--- src/rtl/ppu_pkg.sv ---
// Shared types for the PPU VRAM/palette arbiter: request record, FSM states, palette decode.
// Pure declarations, no timing or flow control of its own.
package ppu_pkg;

  localparam logic [5:0] PAL_PAGE = 6'h3F;

  typedef struct packed {
    logic        we;
    logic [13:0] addr;
    logic [7:0]  wdata;
  } cpu_req_t;

  typedef enum logic [0:0] {
    ARB_IDLE   = 1'b0,
    ARB_RDWAIT = 1'b1
  } arb_state_e;

  function automatic logic is_pal(input logic [13:0] addr);
    return addr[13:8] == PAL_PAGE;
  endfunction

  // Sprite-palette entry 0 of each group aliases the matching background entry.
  function automatic logic [4:0] pal_index(input logic [13:0] addr);
    logic [4:0] idx;
    idx = addr[4:0];
    if (idx[4] && (idx[1:0] == 2'b00)) begin
      idx[4] = 1'b0;
    end
    return idx;
  endfunction

endpackage

--- src/rtl/ppu_vram_arbiter_if.sv ---
// CPU request/response, renderer sideband and VRAM/palette memory ports of the arbiter.
// master = arbiter side, slave = CPU/renderer/memory side.
interface ppu_vram_arbiter_if;

  logic        render_active;
  logic        rnd_idle;
  logic [15:0] rnd_vram_addr;
  logic [4:0]  rnd_pal_addr;

  logic        cpu_req;
  logic        cpu_we;
  logic [15:0] cpu_addr;
  logic [7:0]  cpu_wdata;
  logic        cpu_ready;
  logic        cpu_rvalid;
  logic [7:0]  cpu_rdata;

  logic [15:0] vram_addr;
  logic        vram_we;
  logic [7:0]  vram_wdata;
  logic [7:0]  vram_rdata;

  logic [4:0]  pal_addr;
  logic        pal_we;
  logic [7:0]  pal_wdata;
  logic [7:0]  pal_rdata;

  modport master (
    input  render_active, rnd_idle, rnd_vram_addr, rnd_pal_addr,
    input  cpu_req, cpu_we, cpu_addr, cpu_wdata,
    output cpu_ready, cpu_rvalid, cpu_rdata,
    output vram_addr, vram_we, vram_wdata,
    input  vram_rdata,
    output pal_addr, pal_we, pal_wdata,
    input  pal_rdata
  );

  modport slave (
    output render_active, rnd_idle, rnd_vram_addr, rnd_pal_addr,
    output cpu_req, cpu_we, cpu_addr, cpu_wdata,
    input  cpu_ready, cpu_rvalid, cpu_rdata,
    input  vram_addr, vram_we, vram_wdata,
    output vram_rdata,
    input  pal_addr, pal_we, pal_wdata,
    output pal_rdata
  );

endinterface

--- src/rtl/ppu_req_fifo.sv ---
// In-order CPU request buffer; pushed entry visible at the head the cycle after the push.
// No internal backpressure: caller must not push when full nor pop when empty.
module ppu_req_fifo
  import ppu_pkg::*;
#(
  parameter int FIFO_DEPTH = 4
) (
  input  logic     clk,
  input  logic     reset,
  input  logic     push,
  input  cpu_req_t push_dat,
  input  logic     pop,
  output cpu_req_t head_dat,
  output logic     full,
  output logic     empty
);

  localparam int AW = $clog2(FIFO_DEPTH);
  localparam logic [AW:0] PTR_ONE = (AW+1)'(1);

  cpu_req_t    mem [FIFO_DEPTH];
  logic [AW:0] wr_ptr;
  logic [AW:0] rd_ptr;

  always_ff @(posedge clk or negedge reset) begin
    if (!reset) begin
      wr_ptr <= '0;
      rd_ptr <= '0;
    end else begin
      if (push) wr_ptr <= wr_ptr + PTR_ONE;
      if (pop)  rd_ptr <= rd_ptr + PTR_ONE;
    end
  end

  always_ff @(posedge clk) begin
    if (push) begin
      mem[wr_ptr[AW-1:0]] <= push_dat;
    end
  end

  assign head_dat = mem[rd_ptr[AW-1:0]];
  assign empty    = (wr_ptr == rd_ptr);
  // Extra pointer bit tells full from empty when the indices coincide.
  assign full     = (wr_ptr[AW] != rd_ptr[AW]) && (wr_ptr[AW-1:0] == rd_ptr[AW-1:0]);

endmodule

--- src/rtl/ppu_vram_arbiter.sv ---
// Queues CPU VRAM/palette accesses and issues them in order when the renderer leaves the memory free.
// Writes issue 1 cycle after acceptance at best; read data returns 2 cycles after issue; cpu_ready = !full.
module ppu_vram_arbiter
  import ppu_pkg::*;
#(
  parameter int FIFO_DEPTH = 4
) (
  input  logic                 clk,
  input  logic                 reset,
  ppu_vram_arbiter_if.master   bus
);

  localparam logic [0:0] IDLE   = ARB_IDLE;
  localparam logic [0:0] RDWAIT = ARB_RDWAIT;

  logic [0:0] state;
  cpu_req_t   push_dat;
  cpu_req_t   head;
  logic       full;
  logic       empty;
  logic       push;
  logic       issue;
  logic       head_pal;
  logic [4:0] head_pidx;
  logic       grant;
  logic       rd_pal;
  logic [4:0] pal_addr_q;
  logic       rvalid_q;
  logic [7:0] rdata_q;
  logic       addr_hi_unused;

  assign addr_hi_unused = ^bus.cpu_addr[15:14];

  assign push     = bus.cpu_req && !full;
  assign push_dat = '{we: bus.cpu_we, addr: bus.cpu_addr[13:0], wdata: bus.cpu_wdata};

  ppu_req_fifo #(.FIFO_DEPTH(FIFO_DEPTH)) u_fifo (
    .clk      (clk),
    .reset    (reset),
    .push     (push),
    .push_dat (push_dat),
    .pop      (issue),
    .head_dat (head),
    .full     (full),
    .empty    (empty)
  );

  assign head_pal  = is_pal(head.addr);
  assign head_pidx = pal_index(head.addr);

  // Palette is only free outside rendering; VRAM also frees up in renderer idle gaps.
  assign grant = head_pal ? !bus.render_active : (!bus.render_active || bus.rnd_idle);
  assign issue = (state == IDLE) && !empty && grant;

  always_ff @(posedge clk or negedge reset) begin
    if (!reset) begin
      state      <= IDLE;
      rd_pal     <= 1'b0;
      rvalid_q   <= 1'b0;
      rdata_q    <= 8'h00;
      pal_addr_q <= 5'h00;
    end else begin
      rvalid_q <= (state == RDWAIT);
      case (state)
        IDLE: begin
          if (issue && !head.we) begin
            state  <= RDWAIT;
            rd_pal <= head_pal;
          end
        end
        RDWAIT: begin
          rdata_q <= rd_pal ? bus.pal_rdata : bus.vram_rdata;
          state   <= IDLE;
        end
        default: state <= IDLE;
      endcase
      if (issue && head_pal) begin
        pal_addr_q <= head_pidx;
      end
    end
  end

  assign bus.cpu_ready  = !full;
  assign bus.cpu_rvalid = rvalid_q;
  assign bus.cpu_rdata  = rdata_q;

  assign bus.vram_addr  = (issue && !head_pal) ? {2'b00, head.addr} : bus.rnd_vram_addr;
  assign bus.vram_we    = issue && !head_pal && head.we;
  assign bus.vram_wdata = head.wdata;

  assign bus.pal_addr   = (issue && head_pal) ? head_pidx
                        : (bus.render_active ? bus.rnd_pal_addr : pal_addr_q);
  assign bus.pal_we     = issue && head_pal && head.we;
  assign bus.pal_wdata  = head.wdata;

endmodule

--- src/flat_wrapper.sv ---
// flat-port wrapper written by rule: the top's interface ports become plain ports
module ppu_vram_arbiter_flat import ppu_pkg::*;
#(
  parameter int FIFO_DEPTH = 4
)
  (clk, reset, bus_render_active, bus_rnd_idle, bus_rnd_vram_addr, bus_rnd_pal_addr, bus_cpu_req, bus_cpu_we, bus_cpu_addr, bus_cpu_wdata, bus_cpu_ready, bus_cpu_rvalid, bus_cpu_rdata, bus_vram_addr, bus_vram_we, bus_vram_wdata, bus_vram_rdata, bus_pal_addr, bus_pal_we, bus_pal_wdata, bus_pal_rdata);
  ppu_vram_arbiter_if bus_i ();
  input  logic clk;
  input  logic reset;
  input wire logic [$bits(bus_i.render_active)-1:0] bus_render_active;
  input wire logic [$bits(bus_i.rnd_idle)-1:0] bus_rnd_idle;
  input wire logic [$bits(bus_i.rnd_vram_addr)-1:0] bus_rnd_vram_addr;
  input wire logic [$bits(bus_i.rnd_pal_addr)-1:0] bus_rnd_pal_addr;
  input wire logic [$bits(bus_i.cpu_req)-1:0] bus_cpu_req;
  input wire logic [$bits(bus_i.cpu_we)-1:0] bus_cpu_we;
  input wire logic [$bits(bus_i.cpu_addr)-1:0] bus_cpu_addr;
  input wire logic [$bits(bus_i.cpu_wdata)-1:0] bus_cpu_wdata;
  output wire logic [$bits(bus_i.cpu_ready)-1:0] bus_cpu_ready;
  output wire logic [$bits(bus_i.cpu_rvalid)-1:0] bus_cpu_rvalid;
  output wire logic [$bits(bus_i.cpu_rdata)-1:0] bus_cpu_rdata;
  output wire logic [$bits(bus_i.vram_addr)-1:0] bus_vram_addr;
  output wire logic [$bits(bus_i.vram_we)-1:0] bus_vram_we;
  output wire logic [$bits(bus_i.vram_wdata)-1:0] bus_vram_wdata;
  input wire logic [$bits(bus_i.vram_rdata)-1:0] bus_vram_rdata;
  output wire logic [$bits(bus_i.pal_addr)-1:0] bus_pal_addr;
  output wire logic [$bits(bus_i.pal_we)-1:0] bus_pal_we;
  output wire logic [$bits(bus_i.pal_wdata)-1:0] bus_pal_wdata;
  input wire logic [$bits(bus_i.pal_rdata)-1:0] bus_pal_rdata;
  assign bus_i.render_active = bus_render_active;
  assign bus_i.rnd_idle = bus_rnd_idle;
  assign bus_i.rnd_vram_addr = bus_rnd_vram_addr;
  assign bus_i.rnd_pal_addr = bus_rnd_pal_addr;
  assign bus_i.cpu_req = bus_cpu_req;
  assign bus_i.cpu_we = bus_cpu_we;
  assign bus_i.cpu_addr = bus_cpu_addr;
  assign bus_i.cpu_wdata = bus_cpu_wdata;
  assign bus_cpu_ready = bus_i.cpu_ready;
  assign bus_cpu_rvalid = bus_i.cpu_rvalid;
  assign bus_cpu_rdata = bus_i.cpu_rdata;
  assign bus_vram_addr = bus_i.vram_addr;
  assign bus_vram_we = bus_i.vram_we;
  assign bus_vram_wdata = bus_i.vram_wdata;
  assign bus_i.vram_rdata = bus_vram_rdata;
  assign bus_pal_addr = bus_i.pal_addr;
  assign bus_pal_we = bus_i.pal_we;
  assign bus_pal_wdata = bus_i.pal_wdata;
  assign bus_i.pal_rdata = bus_pal_rdata;
  ppu_vram_arbiter #(.FIFO_DEPTH(FIFO_DEPTH)) u_core (.clk(clk), .reset(reset), .bus(bus_i));
endmodule
--- config.mk ---
export PLATFORM = sky130hd
export DESIGN_NAME = ppu_vram_arbiter_flat
export DESIGN_NICKNAME = d
export VERILOG_FILES = /design/src/rtl/ppu_pkg.sv /design/src/rtl/ppu_vram_arbiter_if.sv /design/src/rtl/ppu_req_fifo.sv /design/src/rtl/ppu_vram_arbiter.sv /design/src/flat_wrapper.sv
export SDC_FILE = /design/constraint.sdc
export NUM_CORES = 1
export LEC_CHECK = 0
export BUFFER_PORTS_ARGS = -buffer_cell sky130_fd_sc_hd__buf_4
export CAP_MARGIN = 40
export CORE_ASPECT_RATIO = 1.5
export CORE_MARGIN = 2
export CORE_UTILIZATION = 45
export CTS_BUF_LIST = sky130_fd_sc_hd__clkbuf_2
export DETAILED_ROUTE_END_ITERATION = 7
export PLACE_DENSITY = 0.69
export SYNTH_ARGS = -nofsm -noshare
export SYNTH_HDL_FRONTEND = slang
export SYNTH_SLANG_ARGS = --single-unit
--- constraint.sdc ---
create_clock -name clk -period 2.7 [get_ports clk]
set_input_delay 0.135 -clock clk [delete_from_list [all_inputs] [get_ports clk]]
set_output_delay 0.135 -clock clk [all_outputs]
set_load 0.1 [all_outputs]
=== Yosys cells after proc, flatten, opt, wreduce, memory -nomap -nowiden ===
Memories as Yosys holds them, arrays and structs flattened.
Index checks and enable logic that the tools add are counted.

* Add/sub/neg operators: 2
* Eq/ne operators: 4
* Mux-type cells: 10
* Bitwise logic cells: 1
* Reduce and logical (&&, ||, !) cells: 18

{| class="wikitable"
|+ Operator list
! cell !! number
|-
| two-way mux 16 bit || 1
|-
| logical AND 1 bit || 10
|-
| two-way mux 5 bit || 2
|-
| two-way mux 8 bit || 1
|-
| adder 3 x 1 -> 3 bit (second input constant) || 2
|-
| == test 6 bit (second input constant) || 1
|-
| zero test 1 bit || 5
|-
| two-way mux 1 bit || 5
|-
| == test 3 bit || 1
|-
| == test 2 bit || 1
|-
| zero test 2 bit || 1
|-
| one-hot mux 1 bit (2 select lines) || 1
|-
| AND reduction 2 bit || 1
|-
| logical OR 1 bit || 1
|-
| inequality test 1 bit || 1
|-
| inverter 1 bit || 1
|}

* Flip-flop bits (word level): 22
* RAM bits: 92
* Bits of input ports: 67
* Output and inout port bits: 49
* Word-level logic and storage cells: 43
* Memories: 1

{| class="wikitable"
|+ Memories
! memory !! depth !! width !! read ports !! clocked after Yosys merged registers in !! wr ports !! RTL line !! source
|-
| u_core.u_fifo.mem || 4 || 23 || 1 || 0 || 1 || ppu_req_fifo.sv:21 || <nowiki>cpu_req_t mem [FIFO_DEPTH];</nowiki>
|}

=== Depth between registers and ports, before layout ===
* Word-level depth: 7
* Depth in mapped cells: 7

=== Modules after synthesis ===
From an unflattened synthesis, not the netlist that was laid out.

* Cell total of the unflattened synthesis: 261
* Area, all modules: 4938.5 µm²

{| class="wikitable"
|+ Modules (own cells, without submodules)
! module !! instances !! cells an instance !! area each (µm²) !! seq. area each (µm²)
|-
| ppu_req_fifo || 1 || 151 || 3708.6 || 2912.8
|-
| ppu_vram_arbiter || 1 || 110 || 1229.9 || 400.4
|}

=== Worst setup path after synthesis ===
OpenSTA, ideal clock, no wires.

* Path type: flip-flop to output port
* From: register u_core.u_fifo.rd_ptr[0]
* To: output port bus_vram_addr[9]
* Arrival time: 3.075 ns
* Path slack: -0.510 ns
* Stages on the path, launching flop included: 8
* Path through: dfrtp_1 > buf_6 > buf_8 > xnor2_2 > a311oi_1 > o21ai_2 > buf_6 > a21oi_1

* Cells in the longest elaborated chain, start to end: 6
* Elaborated cells on any way between the ends: 10
* Those cells by class: eq/ne: 2; mux: 2; reduce/logical: 5; memory: 1

{| class="wikitable"
|+ Ends and longest elaborated chain
! element !! RTL line !! source
|-
| from (decl) || ppu_req_fifo.sv:23 || <nowiki>logic [AW:0] rd_ptr;</nowiki>
|-
| from (signal assigned) || ppu_req_fifo.sv:31 || <nowiki>if (pop) rd_ptr <= rd_ptr + PTR_ONE;</nowiki>
|-
| memory (4 x 23 bit) or == test 3 bit (tied branches) || - ||
|-
| == test 6 bit or zero test 1 bit (tied branches) || ppu_pkg.sv:19, ppu_vram_arbiter.sv:53 ||
|-
| two-way mux 1 bit or logical AND 1 bit (tied branches) || ppu_vram_arbiter.sv:52, ppu_vram_arbiter.sv:53 ||
|-
| logical AND 1 bit || ppu_vram_arbiter.sv:53 || <nowiki>assign issue = (state == IDLE) && !empty && grant;</nowiki>
|-
| logical AND 1 bit || ppu_vram_arbiter.sv:87 || <nowiki>assign bus.vram_addr = (issue && !head_pal) ? {2'b00, head.addr} : bus.rnd_vram_addr;</nowiki>
|-
| two-way mux 16 bit (*) || ppu_vram_arbiter.sv:87 ||
|-
| to (decl) || flat_wrapper.sv:21 || <nowiki>output wire logic [$bits(bus_i.vram_addr)-1:0] bus_vram_addr;</nowiki>
|}

Mark *: on every way between the ends. The rest lies on a longest branch, timed or not.

=== Final worst setup path ===
* From: register u_core.u_fifo.rd_ptr[0]
* To: output port bus_pal_addr[0]

* Cells in the longest elaborated chain, start to end: 6
* Elaborated cells on any way between the ends: 9
* Those cells by class: eq/ne: 2; mux: 2; reduce/logical: 4; memory: 1

{| class="wikitable"
|+ Ends and longest elaborated chain
! element !! RTL line !! source
|-
| memory (4 x 23 bit) or == test 3 bit (tied branches) || - ||
|-
| == test 6 bit or zero test 1 bit (tied branches) || ppu_pkg.sv:19, ppu_vram_arbiter.sv:53 ||
|-
| two-way mux 1 bit or logical AND 1 bit (tied branches) || ppu_vram_arbiter.sv:52, ppu_vram_arbiter.sv:53 ||
|-
| logical AND 1 bit || ppu_vram_arbiter.sv:53 ||
|-
| logical AND 1 bit || ppu_vram_arbiter.sv:91 || <nowiki>assign bus.pal_addr = (issue && head_pal) ? head_pidx</nowiki>
|-
| two-way mux 5 bit (*) || ppu_vram_arbiter.sv:91 ||
|-
| to (decl) || flat_wrapper.sv:25 || <nowiki>output wire logic [$bits(bus_i.pal_addr)-1:0] bus_pal_addr;</nowiki>
|}

Marks and branches as above.

==> impl_results.md <==
- CTS root buffer: clkbuf_2
- Fmax: between 300 and 400 MHz
- CP top delay family: compound AO/OA/AOI/OAI gates
- Syn nets: 343
- CTS Buf Count: 17
- Remaining DRCs: 0
- Via density: a little over 5
- Commonest non-fill, non-tap cell in the layout: buf_4
- Post-synthesis sequential area ratio: 66.8%
- Clock Sinks: about 110
- RSZ-0062 raised after global routing: true
- Vias in the first global route: approximately 3600
- Critical Path RT: 2.57 ns
- DR WL/cell: approximately 18 um
- Global route total overflow: 0
- Gate Count Post-Synth: roughly 270
- Multiplexer share of the synthesized area: between 10% and 20%
- Worst-path clk slew: between 0.15 and 0.2 ns
- Setup CP Type: reg2out
- Post-synthesis cell area: between 4000 and 5000 um2
- Final Worst Setup Slack: -0.145 ns
- Slew margin rel.: ~56%
- Max Root-Sink Buffers: 2
- CP endpoint: bus_pal_addr[0]
- Seq cells post-synth: about 110
- Layout cells sized above 1: between 50 and 60%
- Largest net degree at the start of global routing: 24
- DRT met1 WL: approximately 4.3 mm
- Crit-path cells: buf_6 > mux4_2 > nand2_4 > buf_4 > o311a_1 > a221o_1 > buf_12
- Routability cong.: 0.724
- Gr usage total: between 10% and 20%
- Crit end category: primary output
- Routed wl met3: about 650 um
- IO Count: around 120
- Vias: 3170
- Final Cycle Share: 105%
- Final Max Tran Viols: 0
- R2R Path End: u_core.state$_DFF_PN0_
- Syn_area_per_cell: roughly 18 um2
- Setup_tns: -2.27 ns
- Worst-Margin Slew: approximately 0.67 ns
- Core Area: about 11000 um2
- WP data arrival: between 2 and 3 ns
- Final instance area: a little over 7000 um2
- Buffers plus inverters on the worst setup path: 3
- Total routed wirelength: 11.4 mm
- Wire length of the first global-routing pass: around 18 mm
- CP max-delay cell: dfrtp_2
- DR top layer: met4
- Final ANT Viol Nets: 0
- Chip Width: about 90 um
- Rows: 47
- IO buf count: 113
- Pre-antenna DRT Iters: 6
- Post-Place Cell Area: 5920 um2
- Die Footprint: about 12000 um2
- FF-to-FF Start: u_core.u_fifo.rd_ptr[0]$_DFFE_PN0N_
- HPWL after DPL: 6.50 mm
- WL met2: roughly 6.2 mm
- CP Launch Point: u_core.u_fifo.rd_ptr[0]$_DFFE_PN0N_
- P&R area growth vs syn: 46.0%
- Cells on worst reg2reg path: 8
- Adder-Cell Fraction of Synth Area: under 10%
- FF-to-FF setup slack: 0.31 ns
- Synth Area in Simple Gates: under 10%
- Largest family of logic cells by synthesized area: multiplexers
- Clock Latency Late Sink: 0.62 ns
- CP Max Fanout: 7
- Chip height: 133 um
- Min cycle time layout: 2.84 ns
- Initial Util: between 40% and 50%
- Commonest non-fill, non-tap cells in the layout: buf_4, edfxtp_1, dlygate4sd3_1, buf_12
- Initial DRC count: ~130
- Xor and xnor area share after synthesis: between 1.5 and 2%
- CTS tree: built
- Hold Path Class: in2reg
- Synth Area in Compound Gates: 4.36%
- Number of H-tree levels: 4
- Fin. Hold Viols: 0
- Initial antenna violation count: 1
- Startpoint Class: flop
- Status: finished with violations
- Critical Path Stages: 7
- Final setup viols: 19
- Hold_ws: between 0.2 and 0.25 ns
- Violated checks: negative setup slack
- Max_cap viols: 0
- Ys Warns: 0
- Worst Clk Skew: 0.0205 ns
- Final net count: 531
- Count of cell types in the netlist: between 40 and 50
- Largest stage delay, worst path: between 0.4 and 0.5 ns
-- what timing repair did --
action | in CTS | in global routing
endpoints found under the setup margin | 23 | 23
cloned | 2 | 0
endpoints found under the hold margin | 127 | 0
setup buffers | 20 | 7
pin swaps | 12 | 12
hold buffers | 45 | 0
resized for setup | 108 | 13
-- state kept, by name, indices dropped and copies added, names as in the netlist --
signal,count
u_core.u_fifo.wr_ptr,3
u_core.rd_pal,1
u_core.u_fifo.mem,92
u_core.bus.cpu_rdata,8
u_core.u_fifo.rd_ptr,3
u_core.state,1
u_core.bus.cpu_rvalid,1
u_core.pal_addr_q,5
-- worst min path at each step --
stage / from / slack [ns] / end / cells after the start
after floorplan: reset / -0.16 / u_core.bus.cpu_rdata[0]$_DFFE_PN0P_ / 0
after global placement: reset / 0.04 / u_core.pal_addr_q[3]$_DFFE_PN0P_ / 1
after detailed placement: reset / 0.04 / u_core.pal_addr_q[3]$_DFFE_PN0P_ / 1
after CTS: bus_cpu_wdata[3] / 0.15 / u_core.u_fifo.mem[1][3]$_DFFE_PP_ / 2
after global routing: bus_cpu_addr[3] / 0.13 / u_core.u_fifo.mem[1][11]$_DFFE_PP_ / 2
final: bus_cpu_addr[3] / 0.24 / u_core.u_fifo.mem[2][11]$_DFFE_PP_ / 2
-- cells by family after synthesis --
logic type                 Yosys count
adders and majority gates            5
DFF                                114
and+or+nand+nor                     30
xor gates and xnor gates             8
buffers and inverters               35
muxes                               50
AOI/OAI and AO/OA                   29
-- worst reg2reg max path: cells and delay by family (launching register included) --
kind                   cells  cell delay [ns]
buffers and inverters      4             1.02
multiplexers               1             0.55
flip-flops                 1             0.43
AO/OA/AOI/OAI              2             0.21
AND/OR/NAND/NOR            1             0.12
-- cell usage after synthesis (all sizes together) --
master,count,area share [%]
xor2,3,0.53
and2,7,0.88
dfrtp,22,11
a221o,4,0.81
ha,5,1.3
o32a,1,0.20
a311oi,1,0.18
clkbuf,4,0.30
mux2,19,4.8
or4,1,0.15
xnor2,5,1.0
a31o,1,0.18
inv,5,0.38
o31a,1,0.18
mux2i,8,1.6
o311ai,2,0.35
o311a,4,0.81
a31oi,1,0.13
buf,26,4.0
o21ai,3,0.38
nand4,1,0.43
nor2,9,0.68
nor2b,2,0.25
nor4,1,0.43
mux4,23,11
nand2,4,0.30
or2,1,0.13
nand3,2,0.20
o21a,1,0.15
a21oi,10,1.0
nor3,2,0.20
edfxtp,92,56
-- layer usage --
metal	vias up	GRT usage [%]
li1	1435	-
met4	0	9.49
met1	1584	21.3
met3	26	6.78
met5	-	0
met2	125	35.5
-- cell type report --
class | instances | area [um2]
flip-flops and latches | 114 | 3320
clock inverters | 12 | 118
clock buffers | 19 | 95.1
diodes | 1 | 2.50
repair buffers | 198 | 1970
fillers | 719 | 3640
well taps | 147 | 184
multi-input cells | 123 | 1530
inverters | 5 | 18.8
-- through the flow --
| step | utilization (%) | setup WS [ns] | instances |
|---|---|---|---|
| finish | 66.6 | -0.145 | 619 |
| global route | 66.6 | -0.305 | 619 |
| CTS | 65.6 | -0.279 | 613 |
| detailed placement | 54.4 | 0.208 | 517 |
| global placement | 54.4 | 0.241 | 517 |
| floorplan | - | 0.119 | 271 |
Power is not shown: default switching activity piles up to over one toggle a cycle in this logic, so the estimate is an artifact.
